File: config.mk
export PLATFORM = sky130hd
export DESIGN_NAME = timer_dev
export DESIGN_NICKNAME = d
export VERILOG_FILES = /design/src/rtl/timer_dev.sv
export SDC_FILE = /design/constraint.sdc
export NUM_CORES = 1
export LEC_CHECK = 0
export ABC_CLOCK_PERIOD_IN_PS = 2810
export BUFFER_PORTS_ARGS = -buffer_cell sky130_fd_sc_hd__buf_4
export CAP_MARGIN = 10
export CORE_MARGIN = 3
export CORE_UTILIZATION = 55
export CTS_BUF_LIST = sky130_fd_sc_hd__clkbuf_4
export CTS_CLUSTER_DIAMETER = 80
export DETAILED_ROUTE_END_ITERATION = 16
export PLACE_DENSITY_LB_ADDON = 0.1
export SYNTH_ARGS = -nofsm -noshare
export SYNTH_HDL_FRONTEND = slang
export SYNTH_SLANG_ARGS = --single-unit
File: constraint.sdc
create_clock -name clk -period 2.81 [get_ports clk]
set_input_delay 0.4215 -clock clk [delete_from_list [all_inputs] [get_ports clk]]
set_output_delay 0.4215 -clock clk [all_outputs]
set_load 0.01 [all_outputs]
File: src/rtl/timer_dev.sv
// Memory-mapped countdown timer: CTRL/PRESET/COUNT word registers and a
// four-state count sequencer that raises a level interrupt on expiry.
//
// state   | meaning
// --------+-----------------------------------------------------------
// ST_IDLE | waiting for CTRL.EN; COUNT holds its last value
// ST_LOAD | copy PRESET into COUNT
// ST_CNT  | decrement COUNT each cycle; expire when COUNT is already 0
// ST_INT  | expiry cycle; auto-reload restarts, otherwise EN drops
module timer_dev #(
    parameter int WIDTH = 32
) (
    input  logic             clk,
    input  logic             reset,
    input  logic [1:0]       addr,
    input  logic             we,
    input  logic [WIDTH-1:0] wdata,
    output logic [WIDTH-1:0] rdata,
    output logic             irq
);

    localparam logic [1:0] ADDR_CTRL   = 2'd0;
    localparam logic [1:0] ADDR_PRESET = 2'd1;
    localparam logic [1:0] ADDR_COUNT  = 2'd2;

    typedef enum logic [1:0] {
        ST_IDLE,
        ST_LOAD,
        ST_CNT,
        ST_INT
    } state_t;

    state_t           state;
    logic [3:0]       ctrl;
    logic [WIDTH-1:0] preset;
    logic [WIDTH-1:0] count;
    logic             pend;

    logic en;
    logic auto_reload;
    logic ctrl_wr;
    logic preset_wr;
    logic pend_set;
    logic reload_clr;

    assign en          = ctrl[0];
    assign auto_reload = (ctrl[2:1] == 2'b01);
    assign ctrl_wr     = we && (addr == ADDR_CTRL);
    assign preset_wr   = we && (addr == ADDR_PRESET);
    assign pend_set    = (state == ST_CNT) && en && (count == '0);
    assign reload_clr  = (state == ST_INT) && auto_reload;

    always_ff @(posedge clk) begin
        if (!reset) begin
            state  <= ST_IDLE;
            ctrl   <= '0;
            preset <= '0;
            count  <= '0;
            pend   <= 1'b0;
        end else begin
            case (state)
                ST_IDLE: begin
                    if (en) state <= ST_LOAD;
                end
                ST_LOAD: begin
                    count <= preset;
                    state <= ST_CNT;
                end
                ST_CNT: begin
                    if (!en) begin
                        state <= ST_IDLE;
                    end else if (count == '0) begin
                        state <= ST_INT;
                    end else begin
                        count <= count - WIDTH'(1);
                    end
                end
                ST_INT: begin
                    state <= auto_reload ? ST_LOAD : ST_IDLE;
                end
                default: state <= ST_IDLE;
            endcase

            // A software CTRL write beats the one-shot EN auto-clear.
            if (ctrl_wr) begin
                ctrl <= wdata[3:0];
            end else if ((state == ST_INT) && !auto_reload) begin
                ctrl[0] <= 1'b0;
            end

            if (preset_wr) preset <= wdata;

            // Expiry beats a same-edge CTRL write so no interrupt is lost.
            if (pend_set) begin
                pend <= 1'b1;
            end else if (ctrl_wr || reload_clr) begin
                pend <= 1'b0;
            end
        end
    end

    always_comb begin
        rdata = '0;
        case (addr)
            ADDR_CTRL:   rdata[3:0] = ctrl;
            ADDR_PRESET: rdata      = preset;
            ADDR_COUNT:  rdata      = count;
            default:     rdata      = '0;
        endcase
    end

    assign irq = pend & ctrl[3];

endmodule

==> out/results.txt <==
Initial drt markers: 459
Skew final: 0.0156 ns
MaxCap Viol Count: 0
Post-DRT Antenna Nets: 0
Synth Register Bits: 71
Netlist cell types: 54
Period utilization: 0.883
Final hold slack: 0.202 ns
Post-CTS setup buffer count: 0
Residual DRC: 0
Setup crit end kind: register
Vias in the first global route: 4153
PwrDens: 372 nW/um^2
Top post-synthesis cells by area: dfxtp_1 34%, nand2_1 9.0%, a21oi_1 8.4%
Placed insts: 709
Cells after synthesis: 569
Setup Crit Path Kind: reg -> reg
Area of the die: 8710 um^2
Layout cells sized above 1: 0.198
Setup crit start kind: register
Post-cts sizing count: 0
Mapped Nets: 611
R2R setup slack: 0.33 ns
LEAKAGE: 1.75 nW
Reg area: 1420 um^2
Final setup violation count: 0
R2r endpoint: count[19]
CP Capture Point: count[19]
Detail Placement HPWL: 8.69 mm
Top cell type's share of synthesized area: 0.339
Post-synth top flop: dfxtp_1
Post-synthesis cell area: 4190 um^2
I/O Buffers: 69
Hold buffers post-CTS: 0
Synth Area per Inst: 7.37 um^2
GRT overflow: 0
Multi-input logic area: 2540 um^2
Final core occ: 0.678
CTS Buffer Depth: 2
Reg2reg start: count[7]
Max-slew headroom: 0.346
R2R depth: 6
Seq/Total Area, Yosys: 0.339
GRT Resource Usage Total: 0.297
Detailed Routing Iterations Pass 1: 6
Number of synthesized flops with an enable pin: 0
I/O pin cnt: 70
Largest net degree at the start of global routing: 46
P&R area growth vs syn: 18.5%
# H-tree levels: 3
Final nets: 663
RSZ-0062 raised after global routing: no
WP data required: 3.19 ns
Worst-path clk slew: 0.13 ns
Initial antenna violation count: 0
WL/cell: 17.5 um
Crit Path Max Fanout: 8
Power, Total: 0.00185 W
Status: finished clean
Clk root buf: clkbuf_4
Least-Margin Pin Slew: 0.981 ns
Total negative slack: 0 ns
CP arrival: 2.86 ns
Gpl congestion: 0.916
Die height: 93.3 um
Ant diodes: 0
Maximum vdd drop: 0.000274 V
Minimum clock period: 2.48 ns
CORE AREA: 7330 um^2
Asr flop ratio synth: 0
Worst skew pair latency: 0.45 ns
Vias per inst: 6.41
Warnings from Yosys: 0
DR vias: 4650
Filler cell count: 670
Non-filler cells in the finished layout: 725
WL final: 12.7 mm
Initial Utilization: 0.572
Post-synth top area cell: dfxtp_1
Row count: 31
First-pass GRT wire length: 20.6 mm
CTS tree: yes
CP startpoint: count[7]
Clock net sink count: 71
Final Hold Viols: 0
Fmax: 0.403 GHz
Hold WC Path Type: in -> reg
Slew Limit Fails: 0
Num CTS Buffers: 9
Die W: 93.3 um
==> cells in the mapped netlist, drive strengths merged (5+ instances only) <==
| cell | count |
|---|---|
| o31ai | 15 |
| or4 | 5 |
| a211o | 7 |
| dfxtp | 71 |
| nor3 | 21 |
| inv | 7 |
| o32ai | 6 |
| nand2 | 101 |
| nor2b | 31 |
| a21oi | 70 |
| a22oi | 29 |
| o21ai | 10 |
| nor4 | 13 |
| ha | 5 |
| buf | 14 |
| nand3 | 19 |
| clkbuf | 41 |
| a31oi | 10 |
| or3 | 5 |
| nor2 | 28 |
| nand4 | 12 |
==> area by class of cell <==
| class | count | share of cell area |
|---|---|---|
| multi-input cells | 436 | 0.512 |
| flip-flops and latches | 71 | 0.286 |
| repair buffers | 96 | 0.148 |
| well taps | 99 | 0.0249 |
| clock buffers | 9 | 0.0136 |
| clock inverters | 7 | 0.0108 |
| inverters | 7 | 0.00529 |
==> how the worst min path moves through the flow <==
stage / endpoint / depth (start not counted) / slack, ns / startpoint
3_5_place_dp: preset[28] / 2 / 0.46 / preset[28]
6_report: preset[9] / 3 / 0.20 / wdata[9]
4_1_cts: preset[6] / 3 / 0.18 / wdata[6]
3_3_place_gp: preset[28] / 2 / 0.46 / preset[28]
2_1_floorplan: pend / 2 / 0.44 / pend
5_1_grt: preset[15] / 3 / 0.17 / wdata[15]
==> routing by layer <==
metal	track usage	vias up	part of all wire
li1	-	2201	-
met1	0.410	2160	0.42
met2	0.444	260	0.45
met3	0.0941	29	0.12
met4	0.0830	0	0.014
met5	0	-	0
==> per-stage QoR <==
step           cell area [um^2]  setup slack (ns)
6_report                   4970             0.329
2_1_floorplan              4190             0.464
3_5_place_dp               4850             0.412
5_1_grt                    4970             0.144
4_1_cts                    4970             0.365
3_3_place_gp               4850             0.474
==> where the power goes <==
group,switching (W),total (W),leakage (nW),internal (W)
Sequential,0.0000189,0.00104,0.574,0.00102
Combinational,0.000115,0.000202,1.11,0.0000870
Clock,0.000417,0.000606,0.0610,0.000189
Total,0.000551,0.00185,1.75,0.00130
==> cell families (layout without fill, tap and decap cells) <==
| kind of cell | after synthesis | after routing | synth area share |
|---|---|---|---|
| and+or+nand+nor | 249 | 249 | 0.297 |
| AOI/OAI and AO/OA | 181 | 181 | 0.289 |
| DFF | 71 | 71 | 0.339 |
| buffers and inverters | 62 | 119 | 0.0585 |
| adders and majority gates | 5 | 5 | 0.0149 |
| muxes | 1 | 1 | 0.00239 |
==> critical path, cell delays in order (launching register included) <==
cell and delay [ns]:
dfxtp_1 0.40, or4_1 0.69, nor4_4 0.55, buf_4 0.26, nand3_1 0.08, a211o_1 0.31
a21oi_1 0.12
==> registers in the layout, indices dropped and copies added, names as in the netlist <==
name,cells
state,2
pend,1
preset,32
ctrl,4
count,32
==> placed cells by master, fill, tap and decap left out, types with 6 or more instances in the layout <==
master	n
a211o_1	7
nor4_1	12
nand3_1	18
dfxtp_1	71
o32ai_1	6
clkbuf_4	9
o31ai_1	15
nand2_1	100
nand4_1	11
a31oi_1	10
nor2_1	28
nor2b_1	31
inv_1	6
a22oi_1	29
o21ai_0	10
buf_4	95
nor3_1	18
a21oi_1	69
No activity file was read; power rests on OpenSTA's default activity.
